$ cat src/rtl/frame_capture_ctrl.sv
// frame_capture_ctrl: freezes one full VGA frame into a BRAM and then replays it.
// The live pixel stream is packed to 8 bits (RGB 3:3:2) and written when a capture
// is armed and a frame starts; once the last pixel is stored, the block plays the frame
// back by supplying read addresses in step with in_display until release_req is seen.
//
// Ports:
//   clk, reset_n      - system clock, asynchronous active-low reset
//   capture_req       - one-cycle request to capture the next full frame
//   release_req       - one-cycle request to return to live video (highest priority)
//   vsync             - active-low vertical sync, aligned with pixel_in
//   in_display        - current pixel lies inside the stored active area
//   pixel_in[23:0]    - live RGB888 pixel
//   bram_state[1:0]   - 00 idle, 01 armed, 10 writing, 11 reading
//   bram_we           - BRAM write enable
//   bram_addr         - BRAM address for write or read
//   bram_din[7:0]     - packed pixel {R[7:5],G[7:5],B[7:6]}
//   frame_valid       - a complete frame is held in BRAM
//   busy              - combinational: armed or writing
module frame_capture_ctrl #(
  parameter int unsigned FRAME_PIXELS = 256000,
  parameter int unsigned ADDR_W       = 18
) (
  input  logic              clk,
  input  logic              reset_n,
  input  logic              capture_req,
  input  logic              release_req,
  input  logic              vsync,
  input  logic              in_display,
  input  logic [23:0]       pixel_in,
  output logic [1:0]        bram_state,
  output logic              bram_we,
  output logic [ADDR_W-1:0] bram_addr,
  output logic [7:0]        bram_din,
  output logic              frame_valid,
  output logic              busy
);

  localparam logic [ADDR_W-1:0] LAST_IDX = ADDR_W'(FRAME_PIXELS - 1);
  localparam logic [ADDR_W-1:0] ONE      = ADDR_W'(1);

  typedef enum logic [1:0] {
    BRAM_IDLE     = 2'b00,
    CAPTURE_FRAME = 2'b01,
    WRITING_FRAME = 2'b10,
    READING_FRAME = 2'b11
  } state_t;

  state_t            state_q, state_d;
  logic              vsync_q;
  logic [ADDR_W-1:0] wr_cnt_q, wr_cnt_d;
  logic [ADDR_W-1:0] rd_cnt_q, rd_cnt_d;
  logic              we_d;
  logic [ADDR_W-1:0] addr_d;
  logic [7:0]        din_d;
  logic              valid_d;
  logic              frame_start;
  logic [7:0]        pix_packed;
  logic [ADDR_W-1:0] wr_idx;
  logic [ADDR_W-1:0] rd_idx;
  logic              unused_pix;

  // Frame start: vsync seen high last cycle and low now.
  assign frame_start = vsync_q & ~vsync;
  assign pix_packed  = {pixel_in[23:21], pixel_in[15:13], pixel_in[7:6]};
  assign unused_pix  = ^{pixel_in[20:16], pixel_in[12:8], pixel_in[5:0]};

  // A frame-start edge restarts the counters before any same-cycle access.
  assign wr_idx = frame_start ? '0 : wr_cnt_q;
  assign rd_idx = frame_start ? '0 : rd_cnt_q;

  assign bram_state = state_q;
  assign busy       = (state_q == CAPTURE_FRAME) || (state_q == WRITING_FRAME);

  // State and registered outputs.
  always_ff @(posedge clk or negedge reset_n) begin
    if (!reset_n) begin
      state_q     <= BRAM_IDLE;
      vsync_q     <= 1'b1;
      wr_cnt_q    <= '0;
      rd_cnt_q    <= '0;
      bram_we     <= 1'b0;
      bram_addr   <= '0;
      bram_din    <= '0;
      frame_valid <= 1'b0;
    end else begin
      state_q     <= state_d;
      vsync_q     <= vsync;
      wr_cnt_q    <= wr_cnt_d;
      rd_cnt_q    <= rd_cnt_d;
      bram_we     <= we_d;
      bram_addr   <= addr_d;
      bram_din    <= din_d;
      frame_valid <= valid_d;
    end
  end

  // Next-state and next-output decode.
  always_comb begin
    state_d  = state_q;
    wr_cnt_d = wr_cnt_q;
    rd_cnt_d = rd_idx;
    we_d     = 1'b0;
    addr_d   = bram_addr;
    din_d    = bram_din;
    valid_d  = frame_valid;

    if (release_req) begin
      state_d  = BRAM_IDLE;
      valid_d  = 1'b0;
      addr_d   = '0;
      wr_cnt_d = '0;
      rd_cnt_d = '0;
    end else begin
      unique case (state_q)
        BRAM_IDLE: begin
          if (capture_req) begin
            state_d = CAPTURE_FRAME;
            valid_d = 1'b0;
          end
        end
        CAPTURE_FRAME: begin
          if (frame_start) begin
            state_d  = WRITING_FRAME;
            wr_cnt_d = '0;
          end
        end
        WRITING_FRAME: begin
          wr_cnt_d = wr_idx;
          if (in_display) begin
            we_d   = 1'b1;
            addr_d = wr_idx;
            din_d  = pix_packed;
            if (wr_idx == LAST_IDX) begin
              state_d  = READING_FRAME;
              valid_d  = 1'b1;
              wr_cnt_d = '0;
              rd_cnt_d = '0;
            end else begin
              wr_cnt_d = wr_idx + ONE;
            end
          end
        end
        READING_FRAME: begin
          if (capture_req) begin
            state_d = CAPTURE_FRAME;
            valid_d = 1'b0;
          end else if (in_display) begin
            addr_d   = rd_idx;
            rd_cnt_d = (rd_idx == LAST_IDX) ? '0 : rd_idx + ONE;
          end
        end
        default: state_d = BRAM_IDLE;
      endcase
    end
  end

endmodule

$ cat config.mk
export PLATFORM = sky130hd
export DESIGN_NAME = frame_capture_ctrl
export DESIGN_NICKNAME = d
export VERILOG_FILES = /design/src/rtl/frame_capture_ctrl.sv
export SDC_FILE = /design/constraint.sdc
export NUM_CORES = 1
export LEC_CHECK = 0
export ABC_CLOCK_PERIOD_IN_PS = 3700
export BUFFER_PORTS_ARGS = -buffer_cell sky130_fd_sc_hd__buf_2
export CELL_PAD_IN_SITES_DETAIL_PLACEMENT = 0
export CELL_PAD_IN_SITES_GLOBAL_PLACEMENT = 1
export CORE_ASPECT_RATIO = 1.25
export CORE_MARGIN = 4
export CORE_UTILIZATION = 43
export CTS_CLUSTER_DIAMETER = 30
export DETAILED_ROUTE_END_ITERATION = 6
export HOLD_SLACK_MARGIN = 0.1
export PLACE_DENSITY_LB_ADDON = 0.1
export SLEW_MARGIN = 20
export SYNTH_ARGS = -nofsm -noshare
export SYNTH_HDL_FRONTEND = slang
export SYNTH_SLANG_ARGS = --single-unit
$ cat constraint.sdc
create_clock -name clk -period 3.7 [get_ports clk]
set_input_delay 0 -clock clk [delete_from_list [all_inputs] [get_ports clk]]
set_output_delay 0 -clock clk [all_outputs]
set_load 0.01 [all_outputs]
==> impl_metrics.csv, run 1 <==
group,metric,value,unit
drt,drt_iter0_markers,299,
clocking,path_clk_slew,0.08,ns
sta,fin_skew,0.00816,ns
placement,placed_area,4330,um^2
worst_setup_path,max_stage_delay,0.82,ns
logic_synthesis,ys_types,53,
floorplanning,start_util,44.9,%
sta,drv_slew,0,
clocking,htree_levels,3,
worst_setup_path,critPathKind,"reg2reg",
layout,regArea,1680,um^2
sta,fin_crit,2.97,ns
floorplanning,rows,38,
global_routing,antenna_found_initial,0,
power_and_ir_drop,power_density,417,nW/um^2
global_routing,grt_max_degree,37,
clocking,cts_made_buffers,9,
sta,period_share,80.3,%
power_and_ir_drop,leakage,2.02,nW
layout,final_common_cell,"nand2_1",
worst_setup_path,worst_path_dominant_cell_family,"simple AND/OR/NAND/NOR gates",
global_routing,grt_pass1_wl,18500,um
worst_setup_path,cp_num_buf_inv,1,
clocking,hold_buffers,13,
placement,dpl.hpwl,7910,um
logic_synthesis,yosys_register_bits,67,
layout,final_cell_mix,"nand2_1, dfrtp_1, buf_2, nand3_1, nand4_1",
layout,final_area,4660,um^2
floorplanning,pin_count,61,
global_routing,grt-ovfl-total,0,
sta,fmax,337,MHz
sta,slew_headroom,39.9,%
drt,first_pass_iters,5,
drt,route.detailed.drc,0,
drt,drtAntennaViolNets,0,
worst_setup_path,crit_arrival,3.19,ns
placement,io_buffers,44,
layout,nets,549,
sta,rsz0062_at_grt,"no",
power_and_ir_drop,ir_worst_vdd,0.000145,V
clocking,clkSinkCount,67,
logic_synthesis,synth_edf_count,0,
worst_setup_path,critPathLaunch,"vsync_q$_DFF_PN1_",
logic_synthesis,syn_area,3980,um^2
sta,finalSetupViolCount,0,
floorplanning,die_x,94.0,um
placement,gp_congestion,0.871,
sta,tightest_slew,0.898,ns
layout,areaGrowthSynthToFinish,17.2,%
logic_synthesis,synth.avg_cell_area,8.55,um^2
logic_synthesis,ys.warnings.count,0,
worst_setup_path,cp-end-kind,"register",
sta,timing.setup.tns,0,ns
layout,drive_gt1_share,15.6,%
run,cap_violations,0,
clocking,insertion_delay,0.35,ns
worst_setup_path,reg2reg_slack,0.73,ns
drt,wirelength,11400,um
worst_setup_path,crit_slowest_cell,"or4_1",
global_routing,grt_usage,21.9,%
logic_synthesis,seq_area_frac_synth,42.2,%
clocking,post_cts_buffers,0,
global_routing,grt_pass1_vias,3488,
layout,fill_cells,884,
clocking,cts_tree,"done",
layout,multiInputGateArea,2140,um^2
worst_setup_path,worstPathRequired,3.92,ns
hold_path,worstHoldPathType,"in2reg",
drt,vias,3721,
worst_setup_path,timing.rr.start,"vsync_q$_DFF_PN1_",
worst_setup_path,critPathMaxFanout,24,
logic_synthesis,syn_nets,500,
worst_setup_path,cp_cell_sequence,"nand2b_1 -> nand2_1 -> inv_1 -> ha_1 -> and3b_1 -> nand4_1 -> or4_1 -> nand3_1 -> o311ai_0",
logic_synthesis,ys.flop_type,"dfrtp_1",
floorplanning,fp.dieH,115,um
logic_synthesis,synth-async-reset-ratio,100,%
floorplanning,core,8840,um^2
run_status,outcome,"finished clean",
layout,n_antenna_cell,0,
drt,vias_per_cell,5.82,
logic_synthesis,syn-instance-count,465,
clocking,ctsResizeCount,0,
floorplanning,die-area,10900,um^2
hold_path,min-delay-start,"capture_req",
sta,hold_violations,0,
clocking,cts_max_path_buffers,2,
worst_setup_path,cp-start-kind,"register",
clocking,cts_root_buf,"clkbuf_8",
drt,drt-wirelength-per-cell,17.9,um
## cells in the mapped netlist (4+ instances only)
cell      count  area share, %
a211oi_1      4           0.76
a21oi_1      22            2.8
a22oi_1       5           0.94
a31oi_1      10            1.6
and2_1        7            1.1
and3_1        8            1.3
clkbuf_1     25            2.4
dfrtp_1      66             42
ha_1          5            1.6
inv_1         9           0.85
mux2i_1      19            4.8
nand2_1      86            8.1
nand2b_1      7            1.1
nand3_1      25            3.1
nand4_1      24            3.8
nor2_1       20            1.9
nor2b_1       4           0.63
nor3_1       11            1.4
nor4_1        8            1.3
o211ai_1      7            1.3
o21ai_0      16            2.0
o31ai_1      20            3.8
or4_1         8            1.5
## where the power goes
group,internal [W],switching [W]
logic,0.000177,0.000319
registers,0.000784,0.0000309
clock network,0.000314,0.000315
total,0.00128,0.000665
## path summary, 6_finish.rpt
kind	end	depth (start not counted)
setup / recovery	rd_cnt_q[15]$_DFF_PN0_	9
hold / removal	frame_valid$_DFFE_PN0P_	4
setup reg to reg	rd_cnt_q[15]$_DFF_PN0_	9
hold reg to reg	bram_din[5]$_DFFE_PN0P_	2
max in group asynchronous	rd_cnt_q[10]$_DFF_PN0_	3
min in group asynchronous	bram_state[0]$_DFFE_PN0P_	2
## through the flow
stage	std cells	util (%)	hold slack, ns	total power [W]	setup WS, ns
finish	639	52.7	0.113	0.00194	0.730
floorplan	465	-	-0.296	0.00114	0.734
CTS	639	52.7	0.102	0.00196	0.791
global route	639	52.7	0.187	0.00205	0.580
detailed placement	610	48.9	0.108	0.00131	0.803
global placement	610	48.9	0.104	0.00131	0.852
## registers in the layout (all words and copies together), names as in the netlist
signal and cells:
bram_state 2, bram_addr 18, bram_din 8, rd_cnt_q 18
wr_cnt_q 18, frame_valid 1, vsync_q 1, bram_we 1
## worst min-delay path, cell delays in order
cell	delay, ns
buf_2	0.16
a21oi_1	0.13
o21ai_0	0.08
o31ai_1	0.06
## per-layer routing
layer  part of all wire (%)  global-route usage (%)  vias up
li1                       -                       -     1825
met1                     45                    29.3     1793
met2                     49                    36.4       87
met3                    3.7                    3.51       16
met4                    1.6                    7.13        0
met5                      0                       0        -
## cell families after synthesis
logic type                 Yosys count  synth area share [%]
AOI/OAI and AO/OA                  106                  17.9
buffers and inverters               42                  4.09
DFF                                 67                  42.2
muxes                               19                  4.78
xor gates and xnor gates             2                 0.441
adders and majority gates            5                  1.57
and+or+nand+nor                    224                  29.0
## area by class of cell
class | count | area share [%]
repair buffers | 70 | 9.62
inverters | 10 | 0.806
well taps | 120 | 3.22
clock inverters | 7 | 1.61
clock buffers | 9 | 2.66
flip-flops and latches | 67 | 36.0
multi-input cells | 356 | 46.1
Note: power is estimated with default switching activity, not from simulation.
==> run 2: changes to the inputs <==
--- a/config.mk
+++ b/config.mk
@@ -5,7 +5,7 @@
 export SDC_FILE = /design/constraint.sdc
 export NUM_CORES = 1
 export LEC_CHECK = 0
-export ABC_CLOCK_PERIOD_IN_PS = 3700
+export ABC_CLOCK_PERIOD_IN_PS = 2910
 export BUFFER_PORTS_ARGS = -buffer_cell sky130_fd_sc_hd__buf_2
 export CELL_PAD_IN_SITES_DETAIL_PLACEMENT = 0
 export CELL_PAD_IN_SITES_GLOBAL_PLACEMENT = 1
==> constraint.sdc (replaced) <==
create_clock -name clk -period 2.91 [get_ports clk]
set_input_delay 0 -clock clk [delete_from_list [all_inputs] [get_ports clk]]
set_output_delay 0 -clock clk [all_outputs]
set_load 0.01 [all_outputs]
==> run 2 against run 1 <==
Die area is the same. Sequential power rose by 28%. Sequential share of layout area fell by 0.76 points. Sequential cell count did not move. Fmax is 14% higher. First-iteration DRC count fell by 16%. Global-route usage rose by 0.84 points. Final area up 2.1%. Hold slack improved by 0.095 ns. Combinational power up 29%. Setup slack worse by 0.43 ns. Register-to-register slack worse by 0.43 ns. Critical path type unchanged.
==> impl_metrics.csv, run 2 (synthesis gave the netlist of run 1 again) <==
group,metric,value,unit
run_status,outcome,"finished clean",
placement,dp.cells,618,
drt,drtAntennaViolNets,0,
hold_path,worstHoldPathType,"in2async",
global_routing,grt-ovfl-total,0,
floorplanning,start_util,44.9,%
placement,io_buffers,44,
clocking,clkSinkCount,67,
layout,nets,558,
worst_setup_path,cp-end-kind,"register",
global_routing,grt_pass1_wl,19200,um
sta,whs,0.208,ns
clocking,htree_levels,3,
clocking,post_cts_buffers,0,
sta,fmax,384,MHz
sta,period_share,89.6,%
drt,wirelength,11700,um
drt,first_pass_iters,4,
drt,drt-wirelength-per-cell,18.0,um
clocking,cts_root_buf,"clkbuf_8",
layout,post-route-util,53.8,%
floorplanning,fp.dieH,115,um
layout,instances_no_fill,648,
placement,placed_area,4390,um^2
global_routing,grt_max_degree,48,
clocking,cts_tree,"done",
run,cap_violations,0,
drt,drt_iter0_markers,251,
floorplanning,pin_count,61,
layout,areaGrowthSynthToFinish,19.7,%
layout,top_regs,"bram_addr (18), rd_cnt_q (18), wr_cnt_q (18)",
placement,gp_congestion,0.866,
layout,final_area,4760,um^2
layout,final_cell_mix,"nand2_1, dfrtp_1, buf_2, nand3_1, nand4_1",
drt,vias_per_cell,5.79,
floorplanning,core,8840,um^2
power_and_ir_drop,leakage,2.08,nW
layout,regArea,1680,um^2
sta,hold_violations,0,
worst_setup_path,critPathMaxFanout,7,
worst_setup_path,critPathKind,"reg2reg",
worst_setup_path,cp-start-kind,"register",
layout,fill_cells,834,
worst_setup_path,crit_arrival,2.84,ns
global_routing,grt_pass1_vias,3698,
global_routing,grt_usage,22.8,%
clocking,insertion_delay,0.36,ns
global_routing,antenna_found_initial,0,
floorplanning,die_x,94.0,um
layout,drive_gt1_share,16.9,%
layout,final_common_cell,"nand2_1",
power_and_ir_drop,power_density,540,nW/um^2
sta,fin_crit,2.61,ns
sta,timing.setup.tns,0,ns
sta,tightest_slew,1.01,ns
sta,fin_skew,0.00813,ns
sta,finalSetupViolCount,0,
clocking,cts_max_path_buffers,2,
drt,route.detailed.drc,0,
layout,n_antenna_cell,0,
drt,vias,3755,
power_and_ir_drop,ir_worst_vdd,0.000283,V
layout,multiInputGateArea,2140,um^2
sta,drv_slew,0,
floorplanning,rows,38,
worst_setup_path,worstPathRequired,3.15,ns
placement,dpl.hpwl,8080,um
clocking,path_clk_slew,0.08,ns
floorplanning,die-area,10900,um^2
sta,rsz0062_at_grt,"no",
sta,slew_headroom,32.5,%
clocking,cts_made_buffers,9,
[run 2: power breakdown]
group | total (W) | switching [W] | internal, W | leakage, nW
registers | 0.00104 | 0.0000406 | 0.000997 | 0.919
logic | 0.000639 | 0.000405 | 0.000233 | 1.05
clock network | 0.000892 | 0.000387 | 0.000505 | 0.108
[run 2: worst paths after layout]
path / startpoint / end / slack, ns / cells after the start
min in group clk: vsync / vsync_q$_DFF_PN1_ / 0.33 / 2
worst max register to register: wr_cnt_q[12]$_DFFE_PN0P_ / wr_cnt_q[0]$_DFFE_PN0P_ / 0.30 / 7
max in group asynchronous: reset_n / bram_addr[17]$_DFFE_PN0P_ / 1.98 / 3
worst min-delay path: reset_n / bram_state[0]$_DFFE_PN0P_ / 0.21 / 2
worst max-delay path: wr_cnt_q[12]$_DFFE_PN0P_ / wr_cnt_q[0]$_DFFE_PN0P_ / 0.30 / 7
worst min register to register: bram_din[1]$_DFFE_PN0P_ / bram_din[1]$_DFFE_PN0P_ / 0.47 / 2
[run 2: layer usage]
metal	vias to the layer above	wire length, um	GRT usage, %
li1	1842	-	-
met1	1820	5190	29.9
met2	78	5810	37.6
met3	15	507	3.90
met4	0	173	8.67
met5	-	0	0
[run 2: area by class of cell]
class                      instances  area share, %
multi-input combinational        356           45.1
clock buffer                      10           2.89
clock inverter                     6           1.87
tap                              120           3.16
inverter                          10          0.789
timing repair buffer              79           10.9
sequential                        67           35.3
[run 2: timing repair]
item,in CTS,in global routing
endpoints found under the hold margin,56,0
gates resized for setup,0,0
hold buffers,14,0
[run 2: critical path, cell delays in order, from the launching register on]
cell,delay (ns)
dfrtp_1,0.47
or3b_1,0.44
nor4b_4,0.44
buf_4,0.22
nand3_1,0.13
nand4_1,0.13
a21oi_1,0.07
dlygate4sd3_1,0.58
[run 2: stage by stage]
| step | total power, W | worst slack (ns) |
|---|---|---|
| 3_3_place_gp | 0.00167 | 0.412 |
| 2_1_floorplan | 0.00144 | 0.0548 |
| 6_report | 0.00257 | 0.303 |
| 5_1_grt | 0.00272 | 0.187 |
| 3_5_place_dp | 0.00167 | 0.393 |
| 4_1_cts | 0.00259 | 0.328 |
==> run 3: changes to the inputs <==
--- a/config.mk
+++ b/config.mk
@@ -5,17 +5,19 @@
 export SDC_FILE = /design/constraint.sdc
 export NUM_CORES = 1
 export LEC_CHECK = 0
+export ABC_AREA = 1
 export ABC_CLOCK_PERIOD_IN_PS = 2910
 export BUFFER_PORTS_ARGS = -buffer_cell sky130_fd_sc_hd__buf_2
 export CELL_PAD_IN_SITES_DETAIL_PLACEMENT = 0
 export CELL_PAD_IN_SITES_GLOBAL_PLACEMENT = 1
 export CORE_ASPECT_RATIO = 1.25
 export CORE_MARGIN = 4
-export CORE_UTILIZATION = 43
+export CORE_UTILIZATION = 42
 export CTS_CLUSTER_DIAMETER = 30
 export DETAILED_ROUTE_END_ITERATION = 6
 export HOLD_SLACK_MARGIN = 0.1
 export PLACE_DENSITY_LB_ADDON = 0.1
+export REMOVE_ABC_BUFFERS = 1
 export SLEW_MARGIN = 20
 export SYNTH_ARGS = -nofsm -noshare
 export SYNTH_HDL_FRONTEND = slang
==> run 3 against run 2 <==
Die area is 19% higher. Count of clock-buffer cells in the layout stayed put. Hold slack worse by 0.061 ns. Power is 71% higher. Setup slack better by 0.013 ns. Fmax is 0.49% higher. Sequential cell count stayed put. Synthesized area is 18% higher. Cell count is 35% higher. Combinational power grew to 2.7 times the previous value. Global-route usage is 1.6 points higher. Critical endpoint is now wr_cnt_q[16]$_DFFE_PN0P_. Largest cell class unchanged. Largest power group is now combinational cells. Highest routed layer unchanged.
==> impl_metrics.csv, run 3 <==
group,metric,value,unit
run_status,outcome,"finished clean",
power_and_ir_drop,total_power,0.00439,W
logic_synthesis,synth.avg_cell_area,6.86,um^2
power_and_ir_drop,p_switching,0.00179,W
sta,timing.setup.tns,0,ns
sta,period_share,89.1,%
worst_setup_path,worstPathRequired,3.16,ns
worst_setup_path,r2r_end,"wr_cnt_q[16]$_DFFE_PN0P_",
clocking,cts_tree,"done",
global_routing,grt_pass1_vias,4652,
floorplanning,fp.dieH,126,um
floorplanning,core,10700,um^2
clocking,path_clk_slew,0.06,ns
worst_setup_path,critPathMaxFanout,13,
sta,timing.final.ws_setup,0.316,ns
worst_setup_path,max_stage_delay,0.57,ns
layout,final_common_cell,"nand2_1",
drt,drt-wirelength-per-cell,17.3,um
drt,wirelength,15200,um
run,cap_violations,0,
layout,post-route-util,51.2,%
logic_synthesis,seq_area_frac_synth,35.9,%
worst_setup_path,cp-start-kind,"register",
logic_synthesis,ys_types,35,
drt,drtAntennaViolNets,0,
floorplanning,pin_count,61,
layout,fill_cells,1105,
clocking,insertion_delay,0.34,ns
worst_setup_path,critPathLaunch,"vsync_q$_DFF_PN1_",
floorplanning,rows,42,
clocking,clkSinkCount,67,
power_and_ir_drop,swShare,40.8,%
global_routing,grt_usage,24.3,%
layout,n_antenna_cell,0,
worst_setup_path,cp_cell_sequence,"inv_1 -> nor2_1 -> nor2_1 -> ha_1 -> nand2_1 -> inv_1 -> nand3_1 -> nor2_1 -> nand3_1 -> nor2_1 -> a21oi_2 -> nand3_1 -> a21oi_1",
clocking,cts_root_buf,"clkbuf_16",
worst_setup_path,reg2reg_slack,0.32,ns
logic_synthesis,synth-async-reset-ratio,100,%
power_and_ir_drop,pwr-share-seq,34.1,%
clocking,htree_levels,3,
global_routing,antenna_found_initial,0,
clocking,cts_max_path_buffers,2,
power_and_ir_drop,intPower,0.00260,W
worst_setup_path,crit_slowest_cell,"a21oi_2",
power_and_ir_drop,power_density,800,nW/um^2
floorplanning,die-area,12900,um^2
placement,dpl.hpwl,11000,um
power_and_ir_drop,clock_power_share,27.1,%
global_routing,grt_pass1_wl,24400,um
floorplanning,die_x,102,um
layout,nets,777,
logic_synthesis,ys.warnings.count,0,
logic_synthesis,synth_edf_count,0,
sta,fin_skew,0.00802,ns
layout,final_cell_mix,"nand2_1, nor2_1, inv_1, nand3_1, dfrtp_1",
logic_synthesis,yosys_register_bits,67,
logic_synthesis,synth_top_cell_by_area,"dfrtp_1",
global_routing,grt-ovfl-total,0,
sta,fmax,386,MHz
sta,drv_slew,0,
logic_synthesis,ys.flop_type,"dfrtp_1",
clocking,cts_made_buffers,9,
drt,first_pass_iters,5,
drt,vias_per_cell,5.51,
logic_synthesis,yosysMostFrequentCell,"nand2_1",
layout,drive_gt1_share,15.4,%
sta,finalSetupViolCount,0,
placement,io_buffers,44,
global_routing,grt_max_degree,39,
placement,post-place-ws,0.319,ns
worst_setup_path,timing.rr.start,"vsync_q$_DFF_PN1_",
sta,whs,0.147,ns
drt,vias,4834,
sta,slew_headroom,54.4,%
power_and_ir_drop,p_comb_share,38.8,%
worst_setup_path,r2r_cells,13,
logic_synthesis,synth_common_cells,"nand2_1, nor2_1, inv_1, nand3_1, dfrtp_1",
logic_synthesis,syn_area,4680,um^2
drt,route.detailed.drc,0,
worst_setup_path,cp-endpoint,"wr_cnt_q[16]$_DFFE_PN0P_",
sta,tightest_slew,0.684,ns
worst_setup_path,crit_top_cell,"nor2_1",
worst_setup_path,cp-end-kind,"register",
logic_synthesis,synth_top_area_share,35.3,%
floorplanning,start_util,43.7,%
power_and_ir_drop,ir_worst_vdd,0.000334,V
worst_setup_path,critPathKind,"reg2reg",
sta,fin_crit,2.59,ns
layout,areaGrowthSynthToFinish,17.4,%
logic_synthesis,syn-instance-count,682,
logic_synthesis,synth_area_leaders,"dfrtp_1, nand2_1, nor2_1",
worst_setup_path,crit_arrival,2.85,ns
hold_path,worstHoldPathType,"in2reg",
placement,gp_congestion,0.882,
drt,drt_iter0_markers,273,
sta,rsz0062_at_grt,"no",
layout,top_regs,"bram_addr (18), rd_cnt_q (18), wr_cnt_q (18)",
sta,hold_violations,0,
power_and_ir_drop,leakage,2.71,nW
==> run 3: cell types whose count changed in the layout (fill, tap and decap cells not counted), sizes merged, moves of 9 or more <==
cell and delta:
inv +87, nor2 +83, nand2 +68, nand3 +52, a21oi +24, o21ai +22, mux2i -19, o31ai -19
mux2 +17, o22ai +16, a31oi -10, nor4 -9
==> run 3: power by group through the flow <==
stage	registers (W)	clock network, W	logic, W
6_report	0.00150	0.00119	0.00170
5_1_grt	0.00154	0.00124	0.00190
4_1_cts	0.00150	0.00120	0.00170
3_5_place_dp	0.00151	0	0.00168
3_3_place_gp	0.00150	0	0.00166
2_1_floorplan	0.00151	0	0.00101
==> run 3: worst min path at each step <==
stage	from	cells past startpoint	slack (ns)	endpoint
floorplan	reset_n	0	-0.30	bram_addr[0]$_DFFE_PN0P_
global placement	reset_n	2	0.05	bram_addr[9]$_DFFE_PN0P_
detailed placement	reset_n	2	0.05	bram_addr[9]$_DFFE_PN0P_
CTS	capture_req	6	0.15	frame_valid$_DFFE_PN0P_
global route	in_display	5	0.21	wr_cnt_q[2]$_DFFE_PN0P_
finish	capture_req	6	0.15	frame_valid$_DFFE_PN0P_
==> run 3: per-layer routing <==
metal | track usage, % | vias up | routed length (um) | part of all wire (%)
met5 | 0 | - | 0 | 0
met4 | 8.73 | 0 | 401 | 2.6
met3 | 3.43 | 36 | 746 | 4.9
met2 | 41.2 | 156 | 7740 | 51
met1 | 31.3 | 2293 | 6310 | 42
li1 | - | 2349 | - | -
==> run 3: final cells by class <==
cell class              count  area, um^2  share of cell area [%]
repair buffers             75         480                    8.75
well taps                 132         165                    3.01
clock inverters             5        77.6                    1.41
flip-flops and latches     67        1680                    30.6
multi-input cells         493        2490                    45.4
clock buffers              10         239                    4.35
inverters                  96         360                    6.56
==> run 3: worst max-delay path, delay by kind of cell, from the launching register on <==
| kind | cells | cell delay (ns) |
|---|---|---|
| buf+inv | 2 | 0.09 |
| compound gates | 2 | 0.75 |
| simple gates | 8 | 0.89 |
| flops | 1 | 0.56 |
| fa+ha+maj | 1 | 0.23 |
==> run 3: through the flow <==
step                std cells  cell area [um^2]
floorplan                 656              4530
global placement          852              5060
detailed placement        852              5060
CTS                       878              5490
global route              878              5490
finish                    878              5490
==> run 3: cells by family (layout without fill, tap and decap cells) <==
group	Yosys count	in the layout	synth area share, %
AND/OR/NAND/NOR	357	357	33.8
XOR/XNOR	7	7	1.31
buffers and inverters	122	186	10.9
AO/OA/AOI/OAI	107	107	12.7
multiplexers	17	17	4.09
flip-flops	67	67	35.9
adder cells (fa/ha/maj)	5	5	1.34
==> run 3: timing repair <==
| item | CTS | global route |
|---|---|---|
| buffers inserted | 0 | 0 |
| hold buffers | 11 | 0 |
| endpoints found under the hold margin | 77 | 0 |
| resized for setup | 0 | 0 |
